<file path="config.mk">
export PLATFORM = sky130hd
export DESIGN_NAME = v_rom_sequencer
export DESIGN_NICKNAME = d
export VERILOG_FILES = /design/src/rtl/v_rom_sequencer_pkg.sv /design/src/rtl/v_rom_sequencer.sv
export SDC_FILE = /design/constraint.sdc
export NUM_CORES = 1
export LEC_CHECK = 0
export CORE_ASPECT_RATIO = 1.4
export CORE_UTILIZATION = 40
export DETAILED_ROUTE_END_ITERATION = 8
export GPL_TIMING_DRIVEN = 0
export PLACE_DENSITY = 0.64
export SLEW_MARGIN = 0
export SYNTH_ARGS = -nofsm -noshare
export SYNTH_HDL_FRONTEND = slang
export SYNTH_SLANG_ARGS = --single-unit
export TNS_END_PERCENT = 50
</file>
<file path="constraint.sdc">
create_clock -name clk -period 2.69 [get_ports clk]
set_input_delay 0.4035 -clock clk [delete_from_list [all_inputs] [get_ports clk]]
set_output_delay 0.4035 -clock clk [all_outputs]
set_load 0.05 [all_outputs]
</file>
<file path="src/rtl/v_rom_sequencer_pkg.sv">
// Shared opcodes, jump conditions, microword field positions and FSM state encoding
// for the ROM microcode sequencer.
package v_rom_sequencer_pkg;

    localparam logic [3:0] OP_OUT  = 4'h0;
    localparam logic [3:0] OP_JMP  = 4'h2;
    localparam logic [3:0] OP_WAIT = 4'h4;
    localparam logic [3:0] OP_LDC  = 4'h8;

    localparam logic [1:0] JC_ALWAYS = 2'd0;
    localparam logic [1:0] JC_CNT    = 2'd1;
    localparam logic [1:0] JC_FLAG   = 2'd2;
    localparam logic [1:0] JC_NFLAG  = 2'd3;

    // Microword layout: [19:16] reserved, [15:12] opcode, [11:8] A, [7:0] imm
    localparam int RSVD_LSB = 16;
    localparam int OPC_MSB  = 15;
    localparam int OPC_LSB  = 12;
    localparam int A_MSB    = 11;
    localparam int A_LSB    = 8;
    localparam int IMM_MSB  = 7;
    localparam int IMM_LSB  = 0;

    typedef enum logic [2:0] {
        IDLE,
        FETCH,
        EXEC,
        WAIT,
        OUTP
    } state_t;

endpackage

</file>
<file path="src/rtl/v_rom_sequencer.sv">
// Microcode sequencer: fetches from a registered-address ROM and executes OUT/JMP/WAIT/LDC;
// 2 cycles per plain instruction, first fetch 1 cycle after start; OUT holds out_valid until out_ready.
module v_rom_sequencer
    import v_rom_sequencer_pkg::*;
#(
    parameter int AW = 6,
    parameter int DW = 20,
    parameter int OW = 12,
    parameter int CW = 8
) (
    input  logic          clk,
    input  logic          rst_n,
    input  logic          start,
    input  logic [AW-1:0] start_addr,
    input  logic          stop,
    input  logic          in_flag,
    output logic          rom_en,
    output logic [AW-1:0] rom_addr,
    input  logic [DW-1:0] rom_data,
    output logic [OW-1:0] out_data,
    output logic          out_valid,
    input  logic          out_ready,
    output logic          busy
);

    state_t        state, state_nxt;
    logic [AW-1:0] pc, pc_nxt, pc_inc;
    logic [CW-1:0] cnt, cnt_nxt;
    logic [CW-1:0] wcnt, wcnt_nxt;
    logic [OW-1:0] out_data_nxt;
    logic          out_valid_nxt;
    logic          jmp_taken;

    logic [3:0] opcode;
    logic [3:0] fld_a;
    logic [7:0] imm;
    logic       unused_bits;

    assign opcode      = rom_data[OPC_MSB:OPC_LSB];
    assign fld_a       = rom_data[A_MSB:A_LSB];
    assign imm         = rom_data[IMM_MSB:IMM_LSB];
    assign unused_bits = &{1'b0, rom_data[DW-1:RSVD_LSB], fld_a[3:2]};

    assign pc_inc   = pc + AW'(1);
    assign rom_addr = pc;
    assign busy     = (state != IDLE);

    always_ff @(posedge clk or negedge rst_n) begin
        if (!rst_n) begin
            state     <= IDLE;
            pc        <= '0;
            cnt       <= '0;
            wcnt      <= '0;
            out_data  <= '0;
            out_valid <= 1'b0;
        end else begin
            state     <= state_nxt;
            pc        <= pc_nxt;
            cnt       <= cnt_nxt;
            wcnt      <= wcnt_nxt;
            out_data  <= out_data_nxt;
            out_valid <= out_valid_nxt;
        end
    end

    always_comb begin
        state_nxt     = state;
        pc_nxt        = pc;
        cnt_nxt       = cnt;
        wcnt_nxt      = wcnt;
        out_data_nxt  = out_data;
        out_valid_nxt = out_valid;
        rom_en        = 1'b0;
        jmp_taken     = 1'b0;

        case (state)
            IDLE: begin
                if (start) begin
                    pc_nxt    = start_addr;
                    state_nxt = FETCH;
                end
            end

            // stop is honoured only here, so OUT and WAIT always run to completion
            FETCH: begin
                if (stop) begin
                    state_nxt = IDLE;
                end else begin
                    rom_en    = 1'b1;
                    state_nxt = EXEC;
                end
            end

            EXEC: begin
                state_nxt = FETCH;
                case (opcode)
                    OP_OUT: begin
                        out_data_nxt  = rom_data[OW-1:0];
                        out_valid_nxt = 1'b1;
                        state_nxt     = OUTP;
                    end
                    OP_JMP: begin
                        case (fld_a[1:0])
                            JC_ALWAYS: jmp_taken = 1'b1;
                            JC_CNT: begin
                                if (cnt != '0) begin
                                    jmp_taken = 1'b1;
                                    cnt_nxt   = cnt - CW'(1);
                                end
                            end
                            JC_FLAG:  jmp_taken = in_flag;
                            JC_NFLAG: jmp_taken = !in_flag;
                            default:  jmp_taken = 1'b0;
                        endcase
                        pc_nxt = jmp_taken ? imm[AW-1:0] : pc_inc;
                    end
                    OP_WAIT: begin
                        if (imm == 8'd0) begin
                            pc_nxt = pc_inc;
                        end else begin
                            // imm-1 so that the WAIT state lasts exactly imm cycles
                            wcnt_nxt  = CW'(imm) - CW'(1);
                            state_nxt = WAIT;
                        end
                    end
                    OP_LDC: begin
                        cnt_nxt = CW'(imm);
                        pc_nxt  = pc_inc;
                    end
                    default: pc_nxt = pc_inc;
                endcase
            end

            WAIT: begin
                if (wcnt == '0) begin
                    pc_nxt    = pc_inc;
                    state_nxt = FETCH;
                end else begin
                    wcnt_nxt = wcnt - CW'(1);
                end
            end

            OUTP: begin
                if (out_ready) begin
                    out_valid_nxt = 1'b0;
                    pc_nxt        = pc_inc;
                    state_nxt     = FETCH;
                end
            end

            default: state_nxt = IDLE;
        endcase
    end

endmodule

</file>
==> impl_metrics.py, run 1 <==
metrics = {
    "floorplan": {
        "die_area_sq_mm": 0.00663,
        "rows": 33,
        "die_w_um": 69.1,
        "io_pins": 53,
        "core_sq_mm": 0.00599,
        "die_y_um": 95.9,
        "start_util_pct": 42.1,
    },
    "final_layout": {
        "fin_nets": 368,
        "multi_input_area_sq_mm": 0.00150,
        "n_antenna_cell": 0,
        "regArea_sq_um": 951,
        "area_delta_synth_final_pct": 27.7,
        "fin_cells": 404,
        "n_fill_cell": 553,
        "drive_gt1_share_pct": 13.2,
    },
    "grt": {
        "track_usage_pct": 21.8,
        "grt_pass1_vias": 2276,
        "antenna_found_initial": 0,
        "grt_first_pass_wirelength_um": 11600,
        "grt-ovfl-total": 0,
        "grt_max_degree": 27,
    },
    "synth": {
        "synth_nets": 312,
        "synth.most_common_cell": "dfrtp_1",
        "synth_common_cells": "38 x dfrtp_1, 24 x nand2_1, 23 x o21ai_0, 17 x nor2_1, 16 x a21oi_1",
        "yosysWarnings": 0,
        "syn_area_sq_mm": 0.00252,
        "synth_ff_type": "dfrtp_1",
        "synth_cells": 277,
        "synth.area.top_cells": "dfrtp_1 38%, mux2_2 6.7%, o21ai_0 4.6%",
        "synth_area_leader_cell": "dfrtp_1",
        "async_flop_share_pct": 100,
        "ys_seq_area_share_pct": 37.7,
        "syn_avg_cell_area_sq_um": 9.10,
        "synth_top_area_share_pct": 37.7,
        "synth.distinct_cells": 55,
        "synth-edff-count": 0,
        "ys_seq_elements": 38,
    },
    "setup_path": {
        "worstPathArrival_ns": 2.70,
        "start_kind": "primary input",
        "cp.required_ns": 2.88,
        "worst-path-buf-inv": 1,
        "timing_worst_setup_path_type": "in -> reg",
        "cp_cell_sequence": "clkdlybuf4s50_1 > or3_4 > nor4_2 > o2bb2ai_2 > nor2_2 > mux2_2",
        "r2r_slack_ns": 0.27,
        "worstSetupEndpointType": "flip-flop",
        "critPathTopFamily": "simple AND/OR/NAND/NOR gates",
        "max_stage_delay_ns": 0.62,
        "crit_slowest_cell": "clkdlybuf4s50_1",
        "cp_max_fo": 8,
    },
    "routing": {
        "wl_um": 6910,
        "dr_wl_met3_um": 251,
        "wl_met1_um": 3090,
        "drt-wirelength-per-cell_um": 17.1,
        "drc": 0,
        "firstDrtPassIters": 4,
        "route.met2.wl_um": 3470,
        "top_layer_used": "met4",
        "via_count": 2421,
        "drtIter0Drc": 143,
        "ant_nets": 0,
        "avgViaCountPerCell": 5.99,
    },
    "clocking": {
        "cts_root_buffer": "clkbuf_8",
        "numCtsBuffers": 5,
        "clk_pin_slew_worst_paths_ns": 0.08,
        "clkLatencyLatePin_ns": 0.30,
        "cts_htree_levels": 2,
        "hold_buffers": 0,
        "cts_tree": "built",
        "post_cts.repair.setup_buffers": 0,
        "cts_max_path_buffers": 2,
        "cts.sinks": 38,
    },
    "sta": {
        "max_freq_mhz": 399,
        "max_slew.worst_pin.slew_ns": 0.838,
        "skew_ns": 0.00910,
        "period_share_pct": 93.3,
        "postLayoutSetupSlackWorst_ns": 0.181,
        "slew_headroom_pct": 43.2,
        "post-route-min-period_ns": 2.51,
        "drv_slew": 0,
        "setup_viol": 0,
        "hold_violations": 0,
        "hold_ws_ns": 0.00560,
    },
    "place": {
        "gp_congestion": 0.864,
        "hpwl_um": 5110,
        "dp.cells": 396,
        "portBuffers": 48,
        "pre_cts_slack_ns": -0.271,
    },
    "outcome": {
        "outcome": "finished, final reports clean",
    },
    "power": {
        "power_leakage_nw": 1.33,
        "powerDensity_mw_per_mm2": 1090,
        "ir_drop_v": 0.000611,
    },
    "job": {
        "cap_viol_max_count": 0,
    },
    "min_path": {
        "hp-class": "in -> async",
    },
}
[routing by layer]
metal | track usage, % | vias to the layer above
li1 | - | 1170
met1 | 29.0 | 1186
met2 | 36.8 | 56
met3 | 3.35 | 9
met4 | 6.29 | 0
met5 | 0 | -
[layout make-up]
cell class | count | area share [%]
Multi-Input combinational cell | 218 | 46.8
Sequential cell | 38 | 29.6
Timing Repair Buffer | 49 | 15.4
Tap cell | 70 | 2.72
Clock buffer | 7 | 2.68
Buffer | 12 | 1.63
Inverter | 9 | 1.05
Clock inverter | 1 | 0.156
[worst paths after layout]
path,start,endpoint,depth (start not counted)
max,rom_data[4],rom_addr[3],6
min,rst_n,rom_addr[5],1
max reg2reg,state[2],wcnt[4],9
min reg2reg,out_data[9],out_data[9],2
max in group asynchronous,rst_n,wcnt[2],2
min in group clk,out_data[9],out_data[9],2
[layout by cell type (no fill, tap or decap), types with 4 or more instances in the layout]
| cell type | synthesis | final |
|---|---|---|
| inv_1 | 9 | 9 |
| dfrtp_1 | 38 | 38 |
| nor4_1 | 8 | 6 |
| nor2_1 | 17 | 17 |
| nor3_1 | 10 | 10 |
| a22o_1 | 7 | 7 |
| mux2_2 | 15 | 15 |
| a21oi_1 | 16 | 16 |
| o211ai_1 | 9 | 9 |
| a22oi_1 | 6 | 6 |
| o21ai_0 | 23 | 23 |
| buf_2 | 6 | 7 |
| clkbuf_1 | 5 | 6 |
| clkdlybuf4s50_1 | 0 | 45 |
| or3_1 | 6 | 6 |
| nand2_1 | 24 | 24 |
| a31oi_1 | 4 | 4 |
| clkbuf_8 | 0 | 6 |
| mux2i_1 | 6 | 6 |
| nand3_1 | 14 | 14 |
[power breakdown]
part	switching [W]	internal, W	leakage (nW)	total (W)
Clock	0.000217	0.000207	0.0482	0.000424
Combinational	0.00127	0.000794	0.795	0.00206
Sequential	0.000215	0.000809	0.482	0.00102
[logic make-up after synthesis]
kind of cell	after synthesis	share of synthesized area [%]
mux	21	9.09
buf+inv	21	3.43
fa+ha+maj	3	1.49
compound gates	87	23.8
xor+xnor	4	1.39
flops	38	37.7
simple gates	103	23.0
[registers in the layout (all words and copies together) (netlist names)]
name and cells:
cnt 8, out_data 12, state 3, out_valid 1, rom_addr 6, wcnt 8
[stage by stage]
step	util, %	instance area (sq um)	setup TNS (ns)	power (W)
2_1_floorplan	-	2530	0	0.00247
3_3_place_gp	51.7	3090	-3.31	0.00306
6_report	53.7	3220	0	0.00351
4_1_cts	53.4	3200	0	0.00352
5_1_grt	53.7	3220	-0.00942	0.00375
3_5_place_dp	51.9	3110	-3.34	0.00309
[worst reg2reg max path: cells and delay by family, from the launching register on]
kind | cells | cell delay, ns
buffers and inverters | 3 | 0.74
flip-flops | 1 | 0.36
AO/OA/AOI/OAI | 3 | 0.36
adder cells (fa/ha/maj) | 1 | 0.30
multiplexers | 1 | 0.28
AND/OR/NAND/NOR | 1 | 0.25
[timing repair]
item	4_1_cts	5_1_grt
gates resized for setup	1	3
endpoints found under the hold margin	0	0
pin swaps	0	0
endpoints found under the setup margin	1	11
(Power assumes the default switching activity.)
==> inputs of run 2 (changes only) <==
PLACE_DENSITY = default   (was 0.64)
PLACE_DENSITY_LB_ADDON = 0.08   (was default)
==> impl_metrics.py, run 2 (same netlist as run 1, synthesis figures left out) <==
metrics = {
    "outcome": {
        "outcome": "finished, final reports clean",
    },
    "floorplan": {
        "die_area_sq_mm": 0.00663,
        "die_w_um": 69.1,
        "rows": 33,
        "start_util_pct": 42.1,
        "die_y_um": 95.9,
        "core_sq_mm": 0.00599,
        "io_pins": 53,
    },
    "setup_path": {
        "crit-reg2reg-capture": "wcnt[6]",
        "r2r_cells": 9,
        "worstPathArrival_ns": 2.18,
        "r2r_start": "state[2]",
        "r2r_slack_ns": 0.27,
        "cp.required_ns": 2.29,
        "worstSetupEndpointType": "output pin",
        "cp_max_fo": 10,
        "start_kind": "flip-flop",
        "timing_worst_setup_path_type": "reg -> out",
    },
    "final_layout": {
        "reg_top3": "out_data x12, cnt x8, wcnt x8",
        "n_fill_cell": 562,
        "regArea_sq_um": 951,
        "fin_nets": 368,
        "regMostFlops": "out_data",
        "layout_common_cells": "46 x clkdlybuf4s50_1, 38 x dfrtp_1, 24 x nand2_1",
        "area_delta_synth_final_pct": 28.2,
        "fin_cells": 404,
        "multi_input_area_sq_mm": 0.00149,
        "mostFrequentLayoutCell": "clkdlybuf4s50_1",
        "largest_register_ffs": 12,
        "n_antenna_cell": 0,
        "drive_gt1_share_pct": 13.8,
    },
    "clocking": {
        "cts_max_path_buffers": 2,
        "cts_htree_levels": 2,
        "post_cts.repair.setup_buffers": 0,
        "cts_root_buffer": "clkbuf_8",
        "cts.sinks": 38,
        "numCtsBuffers": 5,
        "clkLatencyLatePin_ns": 0.29,
        "cts_tree": "built",
        "clk_pin_slew_worst_paths_ns": 0.08,
    },
    "routing": {
        "drc": 0,
        "drt-wirelength-per-cell_um": 17.3,
        "via_count": 2408,
        "avgViaCountPerCell": 5.96,
        "ant_nets": 0,
        "drtIter0Drc": 185,
        "wl_um": 6970,
        "firstDrtPassIters": 4,
    },
    "job": {
        "cap_viol_max_count": 0,
    },
    "sta": {
        "postLayoutSetupSlackWorst_ns": 0.108,
        "setup_tns_ns": 0,
        "hold_violations": 0,
        "rsz0062_at_grt": "no",
        "setup_viol": 0,
        "max_slew.worst_pin.slew_ns": 0.856,
        "post-route-min-period_ns": 2.58,
        "hold_ws_ns": 0.0641,
        "period_share_pct": 96.0,
        "skew_ns": 0.00693,
        "slew_headroom_pct": 42.4,
        "drv_slew": 0,
        "max_freq_mhz": 387,
    },
    "grt": {
        "use_met2_pct": 37.6,
        "grtUsageMet3_pct": 3.66,
        "gr-max-usage-layer": "met2",
        "antenna_found_initial": 0,
        "grt_first_pass_wirelength_um": 11800,
        "track_usage_pct": 22.5,
        "grt-ovfl-total": 0,
        "grt_max_degree": 21,
        "grt_pass1_vias": 2344,
        "use_met1_pct": 29.5,
    },
    "power": {
        "powerDensity_mw_per_mm2": 1110,
        "power_leakage_nw": 1.33,
        "ir_drop_v": 0.000682,
    },
    "place": {
        "dp.cells": 396,
        "gp_congestion": 0.847,
        "hpwl_um": 5180,
        "pre_cts_slack_ns": -0.197,
        "portBuffers": 48,
    },
    "min_path": {
        "hp-class": "in -> async",
    },
}
[run 2: cell count changes in the layout (fill, tap and decap cells not counted), sizes merged]
cell | before | now
dlymetal6s2s | 1 | 0
clkbuf | 12 | 11
buf | 9 | 8
bufinv | 0 | 1
clkinv | 1 | 2
clkdlybuf4s50 | 45 | 46
[run 2: repair_timing]
action,4_1_cts,5_1_grt
setup endpoints to repair,1,3
resized for setup,1,4
hold buffers,0,0
[run 2: layout make-up]
cell class | instances | share of cell area [%]
Multi-Input combinational cell | 218 | 46.2
Clock buffer | 5 | 2.13
Sequential cell | 38 | 29.4
Buffer | 12 | 1.74
Clock inverter | 3 | 1.24
Inverter | 9 | 1.05
Timing Repair Buffer | 49 | 15.5
Tap cell | 70 | 2.71
[run 2: power breakdown]
group          leakage [nW]  switching (W)  internal (W)
combinational         0.787        0.00128      0.000800
clock                0.0579       0.000220      0.000273
sequential            0.482       0.000210      0.000809
total                  1.33        0.00171       0.00188
[run 2: routing by layer]
layer / vias to the layer above / wire (um)
met4: 0 / 118
met5: - / 0
met2: 71 / 3370
met3: 10 / 308
li1: 1176 / -
met1: 1151 / 3170
[run 2: worst max-delay path, cell delays in order (launching register included)]
cell and delay (ns):
dfrtp_1 0.38, clkbuf_1 0.19, clkbuf_2 0.23, or3_1 0.39, clkdlybuf4s50_1 0.70
[run 2: worst max-delay path by stage]
| stage | cells past startpoint | to | startpoint |
|---|---|---|---|
| final | 4 | busy | state[2] |
| after global routing | 4 | busy | state[2] |
| after CTS | 4 | busy | state[2] |
| after detailed placement | 5 | out_data[11] | rom_data[12] |
| after global placement | 5 | out_data[11] | rom_data[12] |
| after floorplan | 3 | rom_en | state[2] |
[run 2: through the flow]
stage | total power (W) | area, sq um | utilization [%]
final | 0.00359 | 3230 | 54.0
after global routing | 0.00385 | 3230 | 54.0
after CTS | 0.00361 | 3220 | 53.9
after detailed placement | 0.00311 | 3120 | 52.1
after global placement | 0.00307 | 3090 | 51.7
after floorplan | 0.00247 | 2530 | -
==> inputs of run 3 (changes only) <==
clock period = 2.1 ns   (was 2.69 ns; I/O delays follow)
==> impl_metrics.py, run 3 (same netlist as run 1, synthesis figures left out) <==
metrics = {
    "outcome": {
        "outcome": "finished, final reports clean",
    },
    "setup_path": {
        "r2r_start": "wcnt[4]",
        "r2r_cells": 6,
        "worstPathArrival_ns": 2.25,
        "crit_slowest_cell": "o41ai_4",
        "cp_cell_sequence": "or3_4 > o41ai_4 > o21ai_4 > buf_6 > nor4_4 > nor4b_2",
        "timing_worst_setup_path_type": "reg -> reg",
        "worstSetupEndpointType": "flip-flop",
        "crit-reg2reg-capture": "rom_addr[0]",
        "max_stage_delay_ns": 0.43,
        "critPathTopFamily": "simple AND/OR/NAND/NOR gates",
        "worst-path-buf-inv": 1,
        "r2r_slack_ns": 0.02,
        "cp.required_ns": 2.27,
        "start_kind": "flip-flop",
        "cp_max_fo": 8,
    },
    "power": {
        "p_seq_share_pct": 25.9,
        "ir_drop_v": 0.000944,
        "p_switching_w": 0.00240,
        "powerDensity_mw_per_mm2": 1400,
        "p_clk_share_pct": 12.4,
        "power_leakage_nw": 1.53,
        "p_int_w": 0.00272,
        "p_sw_share_pct": 46.9,
        "comb_power_share_pct": 61.7,
    },
    "clocking": {
        "cts_tree": "built",
        "cts_max_path_buffers": 2,
        "cts_root_buffer": "clkbuf_8",
        "clk_pin_slew_worst_paths_ns": 0.09,
        "numCtsBuffers": 5,
        "clkLatencyLatePin_ns": 0.30,
        "cts_htree_levels": 2,
        "cts.sinks": 38,
    },
    "routing": {
        "dr_wl_met3_um": 296,
        "wl_um": 7610,
        "route.met2.wl_um": 3770,
        "wl_met1_um": 3350,
        "drtIter0Drc": 138,
        "ant_nets": 0,
        "drt-wirelength-per-cell_um": 17.8,
        "avgViaCountPerCell": 5.95,
        "top_layer_used": "met4",
        "via_count": 2539,
        "firstDrtPassIters": 4,
        "drc": 0,
    },
    "grt": {
        "antenna_found_initial": 0,
        "track_usage_pct": 22.8,
        "grt_max_degree": 21,
        "grt_first_pass_wirelength_um": 12000,
        "grt-ovfl-total": 0,
        "grt_pass1_vias": 2376,
    },
    "final_layout": {
        "mostFrequentLayoutCell": "clkdlybuf4s50_1",
        "largest_register_ffs": 12,
        "final_util_pct": 61.0,
        "n_antenna_cell": 0,
        "area_delta_synth_final_pct": 44.8,
        "regMostFlops": "out_data",
        "fin_nets": 391,
        "n_fill_cell": 526,
        "fin_cells": 427,
        "reg_top3": "out_data x12, cnt x8, wcnt x8",
        "layout_common_cells": "37 x clkdlybuf4s50_1, 36 x dfrtp_1, 24 x nand2_1, 24 x buf_4, 19 x o21ai_0",
        "drive_gt1_share_pct": 26.9,
    },
    "sta": {
        "hold_violations": 0,
        "period_share_pct": 99.2,
        "rsz0062_at_grt": "yes",
        "post-route-min-period_ns": 2.08,
        "setup_tns_ns": 0,
        "setup_viol": 0,
        "hold_ws_ns": 0.452,
        "postLayoutSetupSlackWorst_ns": 0.0175,
        "drv_slew": 0,
        "max_freq_mhz": 480,
        "skew_ns": 0.0110,
        "max_slew.worst_pin.slew_ns": 0.506,
        "slew_headroom_pct": 66.2,
    },
    "place": {
        "portBuffers": 48,
        "pre_cts_slack_ns": -0.699,
        "gp_congestion": 0.847,
        "dp.cells": 396,
        "hpwl_um": 5180,
    },
    "min_path": {
        "hold_end": "cnt[0]",
        "hold_depth": 3,
        "hp-class": "in -> reg",
        "min_from": "rom_data[0]",
    },
    "floorplan": {
        "rows": 33,
        "core_sq_mm": 0.00599,
        "io_pins": 53,
        "die_area_sq_mm": 0.00663,
        "die_y_um": 95.9,
        "die_w_um": 69.1,
        "start_util_pct": 42.1,
    },
    "job": {
        "cap_viol_max_count": 0,
    },
}
[run 3: cell count changes in the layout (fill, tap and decap cells not counted), moves of 4 or more]
| cell | change |
|---|---|
| o21ai_0 | -4 |
| buf_4 | +24 |
| nor4_1 | -4 |
| clkdlybuf4s50_1 | -9 |
| nor4_4 | +5 |
| dlygate4sd2_1 | +4 |
[run 3: power groups by stage]
stage | clock network, W | logic (W) | registers (W)
global placement | 0 | 0.00262 | 0.00131
finish | 0.000636 | 0.00316 | 0.00132
CTS | 0.000650 | 0.00270 | 0.00131
floorplan | 0 | 0.00129 | 0.00188
global route | 0.000669 | 0.00341 | 0.00137
detailed placement | 0 | 0.00266 | 0.00132
[run 3: worst min-delay path: stages]
cell and delay [ns]:
dlymetal6s2s_1 0.21, nand3_1 0.11, o211ai_1 0.08
[run 3: how the worst max path moves through the flow]
stage	slack [ns]	start	end	cells after the start
after global placement	-0.68	rom_data[12]	out_data[11]	5
after floorplan	-0.02	state[2]	wcnt[6]	9
final	0.02	wcnt[4]	rom_addr[0]	6
after detailed placement	-0.70	rom_data[12]	out_data[11]	5
after CTS	-0.11	rom_data[12]	rom_addr[5]	6
after global routing	-0.06	rom_data[2]	rom_addr[2]	6
[run 3: metrics by stage]
stage / instance area [sq um] / total power (W)
2_1_floorplan: 2530 / 0.00317
3_3_place_gp: 3090 / 0.00393
3_5_place_dp: 3120 / 0.00398
4_1_cts: 3300 / 0.00466
5_1_grt: 3650 / 0.00545
6_report: 3650 / 0.00512
[run 3: area by class of cell]
type / instances / area, sq um / share of cell area [%]
inverter: 9 / 33.8 / 0.926
buffer: 9 / 62.6 / 1.71
clock buffer: 5 / 68.8 / 1.89
multi-input combinational: 218 / 1700 / 46.7
tap: 70 / 87.6 / 2.40
timing repair buffer: 75 / 699 / 19.2
sequential: 38 / 953 / 26.1
clock inverter: 3 / 40.0 / 1.10
[run 3: routing by layer]
metal  global-route usage [%]  vias up
li1                         -     1220
met1                     30.2     1232
met2                     37.9       69
met3                     3.56       18
met4                     7.99        0
met5                        0        -
[run 3: repair_timing]
action                                 4_1_cts  5_1_grt
gates cloned                                 0        0
resized for setup                           30       43
hold buffers                                 1        0
pin swaps                                    3       17
setup endpoints to repair                   33       33
endpoints found under the hold margin       18        0
buffers inserted                             2       23
